[src/rtl/ahb_arbiter.sv]
`timescale 1ns/1ps
// Two-master AHB arbiter: round-robin address-phase grants with burst lock and hold limit.
// Latency: request sampled on an H_ready edge -> address grant after that edge; data grant one H_ready edge later.
// Backpressure: H_ready=0 freezes state, pointer, hold counter and both grant pairs.
//
// Ports:
//   H_clk, H_resetn            bus clock, asynchronous active-low reset
//   H_busreq_m1/_m2            master bus requests
//   H_trans_m1/_m2             master HTRANS (00 IDLE, 01 BUSY, 10 NONSEQ, 11 SEQ)
//   H_ready                    slave HREADY, transfer completes when 1
//   H_grant_m1/_m2             address-phase grants (never both high)
//   H_grant_data_m1/_m2        data-phase grants, address grants delayed by one H_ready edge
module ahb_arbiter #(
    parameter int unsigned MAX_HOLD = 8
) (
    input  logic       H_clk,
    input  logic       H_resetn,
    input  logic       H_busreq_m1,
    input  logic       H_busreq_m2,
    input  logic [1:0] H_trans_m1,
    input  logic [1:0] H_trans_m2,
    input  logic       H_ready,
    output logic       H_grant_m1,
    output logic       H_grant_m2,
    output logic       H_grant_data_m1,
    output logic       H_grant_data_m2
);

    // Encoding chosen so each address grant is a state flop bit with no decode.
    typedef enum logic [1:0] {
        IDLE   = 2'b00,
        OWN_M1 = 2'b01,
        OWN_M2 = 2'b10
    } state_t;

    localparam logic [7:0] HOLD_MAX = 8'(MAX_HOLD);

    state_t     state;
    state_t     state_nxt;
    logic       last_m2;          // 1: M2 was the most recent owner, 0: M1
    logic       last_m2_nxt;
    logic [7:0] hold_cnt;
    logic [7:0] hold_cnt_nxt;
    logic [1:0] cur_trans;
    logic       req_own;
    logic       req_oth;
    logic       burst_lock;
    logic       hold_expired;

    always_ff @(posedge H_clk or negedge H_resetn) begin
        if (!H_resetn) begin
            state    <= IDLE;
            last_m2  <= 1'b1;
            hold_cnt <= 8'd0;
        end else begin
            state    <= state_nxt;
            last_m2  <= last_m2_nxt;
            hold_cnt <= hold_cnt_nxt;
        end
    end

    always_comb begin
        state_nxt    = state;
        last_m2_nxt  = last_m2;
        hold_cnt_nxt = hold_cnt;
        cur_trans    = 2'b00;
        req_own      = 1'b0;
        req_oth      = 1'b0;

        case (state)
            OWN_M1: begin
                cur_trans = H_trans_m1;
                req_own   = H_busreq_m1;
                req_oth   = H_busreq_m2;
            end
            OWN_M2: begin
                cur_trans = H_trans_m2;
                req_own   = H_busreq_m2;
                req_oth   = H_busreq_m1;
            end
            default: ;
        endcase

        // BUSY (01) and SEQ (11) are exactly the codes with bit 0 set: mid-burst.
        burst_lock   = (state != IDLE) && cur_trans[0];
        hold_expired = (hold_cnt >= HOLD_MAX);

        if (H_ready) begin
            case (state)
                IDLE: begin
                    // On a tie M1 wins only if M2 owned last.
                    if (H_busreq_m1 && (!H_busreq_m2 || last_m2))
                        state_nxt = OWN_M1;
                    else if (H_busreq_m2)
                        state_nxt = OWN_M2;
                end
                OWN_M1: begin
                    if (!burst_lock) begin
                        if (req_oth && (!req_own || hold_expired))
                            state_nxt = OWN_M2;
                        else if (!req_oth && !req_own)
                            state_nxt = IDLE;
                    end
                end
                OWN_M2: begin
                    if (!burst_lock) begin
                        if (req_oth && (!req_own || hold_expired))
                            state_nxt = OWN_M1;
                        else if (!req_oth && !req_own)
                            state_nxt = IDLE;
                    end
                end
                default: state_nxt = IDLE;
            endcase

            // Counter measures tenure of the current owner only.
            if ((state_nxt != state) || (state_nxt == IDLE))
                hold_cnt_nxt = 8'd0;
            else if (cur_trans[1] && !hold_expired)
                hold_cnt_nxt = hold_cnt + 8'd1;

            if ((state_nxt == OWN_M1) && (state != OWN_M1))
                last_m2_nxt = 1'b0;
            else if ((state_nxt == OWN_M2) && (state != OWN_M2))
                last_m2_nxt = 1'b1;
        end
    end

    assign H_grant_m1 = state[0];
    assign H_grant_m2 = state[1];

    // Data phase trails the address phase by one completed transfer.
    always_ff @(posedge H_clk or negedge H_resetn) begin
        if (!H_resetn) begin
            H_grant_data_m1 <= 1'b0;
            H_grant_data_m2 <= 1'b0;
        end else if (H_ready) begin
            H_grant_data_m1 <= H_grant_m1;
            H_grant_data_m2 <= H_grant_m2;
        end
    end

endmodule
[config.mk]
export PLATFORM = sky130hd
export DESIGN_NAME = ahb_arbiter
export DESIGN_NICKNAME = d
export VERILOG_FILES = /design/src/rtl/ahb_arbiter.sv
export SDC_FILE = /design/constraint.sdc
export NUM_CORES = 1
export LEC_CHECK = 0
export CORE_MARGIN = 1.5
export CORE_UTILIZATION = 57
export CTS_BUF_LIST = sky130_fd_sc_hd__clkbuf_4 sky130_fd_sc_hd__clkbuf_8 sky130_fd_sc_hd__clkbuf_16
export DETAILED_ROUTE_END_ITERATION = 10
export PLACE_DENSITY_LB_ADDON = 0.25
export SLEW_MARGIN = 5
export SYNTH_ARGS = -nofsm -noshare
export SYNTH_HDL_FRONTEND = slang
export SYNTH_SLANG_ARGS = --single-unit
[constraint.sdc]
create_clock -name H_clk -period 7.55 [get_ports H_clk]
set_clock_uncertainty 0.05 [all_clocks]
set_input_delay 1.51 -clock H_clk [delete_from_list [all_inputs] [get_ports H_clk]]
set_output_delay 1.51 -clock H_clk [all_outputs]
set_load 0.02 [all_outputs]
---- Yosys cells after proc, flatten, opt, wreduce, memory -nomap -nowiden ----
Cells that the tools add are included.
storage, ports and cells
  word-level logic and storage cells ...... 51
  output and inout bits ................... 4
  flip-flop bits (word level) ............. 13
cells by class
  order comparisons ....................... 1
  reductions and logical operators ........ 21
  equal/unequal tests ..................... 7
  mux-type cells .......................... 16
  add/sub/neg operators ................... 1
operators by type and width
  operator               count
  $mux W2                8
  $mux W8                2
  $add A8 B1 Y8 const B  1
  $ge A8 B4 Y1 const B   1
  $logic_and A1 B1 Y1    7
  $pmux W2 S3            1
  $reduce_bool A2 Y1     3
  $eq A2 B1 Y1 const B   2
  $eq A2 B2 Y1 const B   2
  $logic_not A1 Y1       4
  $logic_not A2 Y1       2
  $pmux W1 S2            2
  $pmux W2 S2            1
  $reduce_and A2 Y1      2
  $logic_or A1 B1 Y1     3
  $mux W1                2
  $ne A2 B1 Y1 const B   1
  $ne A2 B2 Y1           1
  $ne A2 B2 Y1 const B   1

---- Depth between registers and ports, before layout ----
Gate-level depths: netlist of the first run.
  depth after elaboration ................. 13
  depth in mapped cells ................... 10

---- Worst setup path after synthesis of the first run ----
OpenSTA, ideal clock, no wires.
  kind .................................... input -> register
  from .................................... input port H_busreq_m1
  to ...................................... register hold_cnt[0]
  setup time .............................. 125 ps
  arrival ................................. 2895 ps
  stages on the path ...................... 7
  path slack .............................. 4480 ps
  path buffers ............................ 0
  required time ........................... 7375 ps
  path through ............................ a22oi_1 -> o32ai_4 -> o32a_2 -> nor4b_4 -> nand3b_1 -> nand3_2 -> mux2_2
between the ends
  longest elaborated chain between the ends .. 12
  elaborated cells on any way between the ends .. 22
  classes of those cells .................. eq/ne: 1; mux: 11; reduce/logical: 10
RTL lines
  what                                                              RTL line  text
  start: declaration                                                18        input logic H_busreq_m1,
  $pmux W1 S2                                                       70        case (state)
  $logic_not A1 Y1, on equally long branches                        n/a
  $logic_and A1 B1 Y1 / $logic_or A1 B1 Y1 (equally long branches)  n/a
  $mux W2 / $logic_and A1 B1 Y1 (equally long branches)             n/a
  $mux W2, on equally long branches                                 107, 99
  $mux W2, on equally long branches                                 106, 98
  $pmux W2 S3 (*)                                                   89        case (state)
  $mux W2 (*)                                                       88        if (H_ready) begin
  $ne A2 B2 Y1 / $logic_not A2 Y1 (equally long branches)           117       if ((state_nxt != state) || (state_nxt == IDLE))
  $logic_or A1 B1 Y1 (*)                                            117
  $reduce_bool A2 Y1 (no source line)                               n/a
  $reduce_and A2 Y1 (no source line)                                n/a
  end signal: assignment                                            58        hold_cnt <= hold_cnt_nxt;
  end: declaration                                                  42        logic [7:0] hold_cnt;
Every way passes the cells marked *; elsewhere a longest branch is shown, timed or not. The select of a mux whose other input is x is not followed.
A chain may end at the register's enable or synchronous reset.

---- Final worst setup path of the first run ----
Same ends and word-level chain as after synthesis.

==> flow_summary.toml, run 1 <==
[timing]
hold_viol = 0
fin_hold_ws_ps = 438
rsz0062_at_grt = "no"
setup_viol = 0
timing.final.crit_period_ps = 3480
timing.final.max_slew_violations = 0
setup_tns_ps = 0
tightestPinTransition_ps = 586
relSlewSlack = 0.608
finalCritPeriodShare = 0.461
max_freq_mhz = 287

[setup_path]
worstPathArrival_ps = 3650
cp_slowest_cell = "clkdlybuf4s50_1"
path_class = "input pin to register"
cp_cell_sequence = "clkdlybuf4s50_1 > a22oi_1 > o32ai_4 > o32a_2 > a211oi_2 > o211ai_2 > a21oi_2 > mux2_2"
worst_setup_path_start_kind = "input pin"
worstRegToRegCells = 9
cp_data_required_time_ps = 7720
path_max_fanout = 8
worstSetupEndpointType = "register"
max_stage_delay_ps = 530

[logic_synthesis]
synth_top_family_by_area = "compound AO/OA/AOI/OAI gates"
synth_top_area_share = 0.319
synth_nets = 110
synth-xor-area-share = 0
synth_area_leaders = "dfrtp_1, ha_1, nand2_1"
muxShareOfSynthArea = 0.0359
synth_top_cell_by_area = "dfrtp_1"
synth_simple_gate_area_share = 0.209
synthCells = 95
ys.flop_type = "dfrtp_1"
async_reset_ff_frac = 1.00
ys_ff_latch = 13
synth.distinct_cells = 41
syn_area_per_cell_sq_um = 9.90
synth_compound_area_frac = 0.285
seq_area_frac_synth = 0.347
synth_edf_count = 0
ys.warnings.count = 0
syn_area_sq_um = 941
synthAdderAreaFrac = 0.0798

[cts]
cts_max_level = 1
clock-sinks = 13
cts_buffer_depth = 2
cts_tree = "yes"
cts_resized = 0
clkTransAtPathRegs_ps = 80
hold_buffers = 0
cts-root-buf = "clkbuf_4"
clk_latency_ps = 280
numCtsBuffers = 3
post_cts_buffers = 0

[grt]
grt_overflow_total = 0
grt_pass1_wl_um = 3380
grt_use_met2 = 0.379
gr-usage-met3 = 0.0250
grt_pass1_vias = 761
antenna_found_initial = 0
use_met1 = 0.318
top_usage_layer = "met2"
grt_max_degree = 14
track_usage = 0.236

[die]
chipHeight_um = 43.6
core_sq_um = 1520
rows = 14
ios = 13
dieArea_sq_um = 1900
initial_core_util = 0.617
die_w_um = 43.6

[routing]
drt_wl_total_um = 1920
routedWlPerCell_um = 15.5
viasPerCell = 6.27
firstDrtPassIters = 4
initialDrtViolationCount = 13
num_vias = 777
ant_nets = 0
drc = 0

[cells_and_area]
fill_cells = 111
drive_above_1_share = 0.194
num-nets-final = 124
instances_no_fill = 124
antenna-diode-count = 0
area_delta_synth_final_pct = 16.5

[place]
dp_cells = 120
gp_congestion = 0.914
hpwl_um = 1430
io_buffers = 12

[pwr]
power.density_nw_per_um2 = 315
p_leak_nw = 0.504
max-vdd-ir-drop_mv = 0.241

[min_path]
hold_depth = 2
hp-class = "register to register"

[run_status]
status = "finished clean"

[flow_run]
maxCapViolations = 0
[worst max-delay path: cells and delay by family]
family	cells	cell delay [ps]
buffers and inverters	1	530
multiplexers	1	160
AO/OA/AOI/OAI	6	1440
[synth_stat cells, types with 3 or more instances]
cell and instances:
ha_1 6, nand2_1 11, o21ai_1 4, and2_1 4, dfrtp_1 12, buf_2 3
mux2_2 3, inv_1 6, nand2b_1 3, nor2_1 5, o31ai_1 3
[final timing paths]
kind	start	slack [ps]	end
max	H_busreq_m1	4070	hold_cnt[0]
min	last_m2	440	last_m2
max reg2reg	state[0]	4770	hold_cnt[0]
min reg2reg	last_m2	440	last_m2
max in group asynchronous	H_resetn	5520	hold_cnt[2]
min in group asynchronous	H_resetn	1550	state[0]
[logic make-up after synthesis]
family / count (synthesis)
fa+ha+maj: 6
mux: 3
buf+inv: 10
simple gates: 33
compound gates: 30
flops: 13
[flip-flops by register name, summed over array words and instances (netlist names)]
register	cells
hold_cnt	8
H_grant_data_m2	1
H_grant_data_m1	1
last_m2	1
state	2
[power breakdown]
part           total, mW  switching, mW  internal [mW]
Clock             0.0478         0.0237         0.0241
Sequential        0.0993         0.0166         0.0827
Combinational      0.199          0.111         0.0872
Total              0.346          0.152          0.194
[per-stage QoR]
stage,utilization,cell area (sq um),setup WS [ps],power (mW)
floorplan,-,941,4480,0.246
global placement,0.700,1070,3850,0.293
detailed placement,0.700,1070,3790,0.297
CTS,0.719,1100,4070,0.345
global route,0.719,1100,3950,0.371
finish,0.719,1100,4070,0.346
[layout make-up]
type	count	area, sq um	share of cell area
Tap cell	16	20.0	0.0183
Clock buffer	4	30.0	0.0274
Inverter	7	26.3	0.0240
Timing Repair Buffer	12	120	0.110
Sequential cell	13	327	0.298
Multi-Input combinational cell	72	573	0.523
[cells in the final DEF (no fill, tap or decap), drive strengths merged, types with 4 or more instances in the layout]
cell,n
nand2,12
clkdlybuf4s50,12
o21ai,5
inv,7
nor2,5
ha,6
and2,4
dfrtp,12
clkbuf,4
[layer usage]
metal | share of wire | vias up | routed length, um
met5 | 0 | - | 0
met4 | 0.016 | 0 | 31
met3 | 0.041 | 4 | 79
met2 | 0.47 | 16 | 904
met1 | 0.47 | 381 | 902
li1 | - | 376 | -
No activity file was read; power rests on OpenSTA's default activity.
==> inputs of run 2 (changes only) <==
- CORE_UTILIZATION: 57 -> 53
- clock period: 7.55 -> 3.6 ns (I/O delays scaled with it)
==> run 2 against run 1 <==
Net effect:
- register-to-register slack got worse by 3900 ps
- worst setup slack lost 3200 ps
- via count down 2.3%
- routed wire length is 0.63% lower
- critical path type is now register to register
- critical endpoint is now hold_cnt[2]
- largest cell class unchanged
- largest power group unchanged
==> flow_summary.toml, run 2 (same netlist as run 1, synthesis figures left out) <==
[run_status]
status = "finished clean"

[place]
place_ws_ps = 660
gp_congestion = 0.915
io_buffers = 12
hpwl_um = 1450

[cts]
numCtsBuffers = 3
clock-sinks = 13
cts_buffer_depth = 2
cts_max_level = 1
cts_resized = 0
cts_tree = "yes"
clkTransAtPathRegs_ps = 80
cts-root-buf = "clkbuf_4"
clk_latency_ps = 270
post_cts_buffers = 0
hold_buffers = 0

[routing]
viasPerCell = 6.07
firstDrtPassIters = 4
ant_nets = 0
initialDrtViolationCount = 13
drc = 0
drt_wl_total_um = 1910
routedWlPerCell_um = 15.2
num_vias = 759

[grt]
grt_pass1_vias = 770
grt_overflow_total = 0
grt_pass1_wl_um = 3200
track_usage = 0.219
antenna_found_initial = 0
grt_max_degree = 14

[timing]
rsz0062_at_grt = "no"
relSlewSlack = 0.617
max_freq_mhz = 362
hold_viol = 0
fin_hold_ws_ps = 440
tightestPinTransition_ps = 572
timing.final.max_slew_violations = 0
setup_viol = 0
timing.final.crit_period_ps = 2760
setup_tns_ps = 0
fin_ws_ps = 838
finalCritPeriodShare = 0.767

[cells_and_area]
fin_util = 0.650
antenna-diode-count = 0
reg.largest.list = "hold_cnt x8, state x2"
num-nets-final = 124
drive_above_1_share = 0.194
regMostFlops = "hold_cnt"
area_delta_synth_final_pct = 16.6
final_cell_mix = "dfrtp_1, clkdlybuf4s50_1, nand2_1"
largest_reg_flops = 8
fill_cells = 134

[setup_path]
worstPathArrival_ps = 2930
cp_data_required_time_ps = 3760
worst_setup_path_start_kind = "register"
path_class = "register to register"
worstSetupEndpointType = "register"
path_max_fanout = 10

[die]
rows = 15
initial_core_util = 0.557
ios = 13
core_sq_um = 1690
dieArea_sq_um = 2040
die_w_um = 45.1
chipHeight_um = 45.1

[pwr]
max-vdd-ir-drop_mv = 0.463
power.density_nw_per_um2 = 660
p_leak_nw = 0.504
p_total_mw = 0.724

[flow_run]
maxCapViolations = 0

[min_path]
hp-class = "register to register"
## run 2: cell counts in the layout (fill, tap and decap cells not counted)
No cell type changed its count.
## run 2: final timing paths
kind,start,to,slack [ps],depth (start not counted)
worst max register to register,state[0],hold_cnt[2],840,9
min in group asynchronous,H_resetn,hold_cnt[3],760,1
worst min-delay path,hold_cnt[4],hold_cnt[4],440,1
worst max-delay path,state[0],hold_cnt[2],840,9
worst min register to register,hold_cnt[4],hold_cnt[4],440,1
max in group asynchronous,H_resetn,last_m2,2370,1
## run 2: cell type report
type	instances	area, sq um	share of cell area
multi-input cells	72	573	0.522
flip-flops and latches	13	327	0.298
clock buffers	4	30.0	0.0274
inverters	7	26.3	0.0239
well taps	17	21.3	0.0194
repair buffers	12	120	0.109
## run 2: routing by layer
layer | routed length, um | GRT usage | vias to the layer above
met1 | 823 | 0.245 | 363
met4 | 51 | 0.129 | 0
li1 | - | - | 375
met5 | 0 | 0 | -
met3 | 49 | 0.0400 | 7
met2 | 982 | 0.383 | 14
## run 2: power by group
| part | internal (mW) | switching, mW |
|---|---|---|
| sequential | 0.174 | 0.0348 |
| combinational | 0.183 | 0.237 |
| clock | 0.0505 | 0.0452 |
## run 2: critical path: stages (launching register included)
cell	delay [ps]
dfrtp_1	480
inv_1	220
ha_1	400
or4bb_1	510
o31ai_1	110
o21ai_1	160
a211oi_2	280
o211ai_2	160
a22oi_1	210
a21o_1	110
## run 2: through the flow
step,cells,area [sq um]
detailed placement,121,1070
finish,125,1100
floorplan,95,941
CTS,125,1100
global route,125,1100
global placement,121,1070
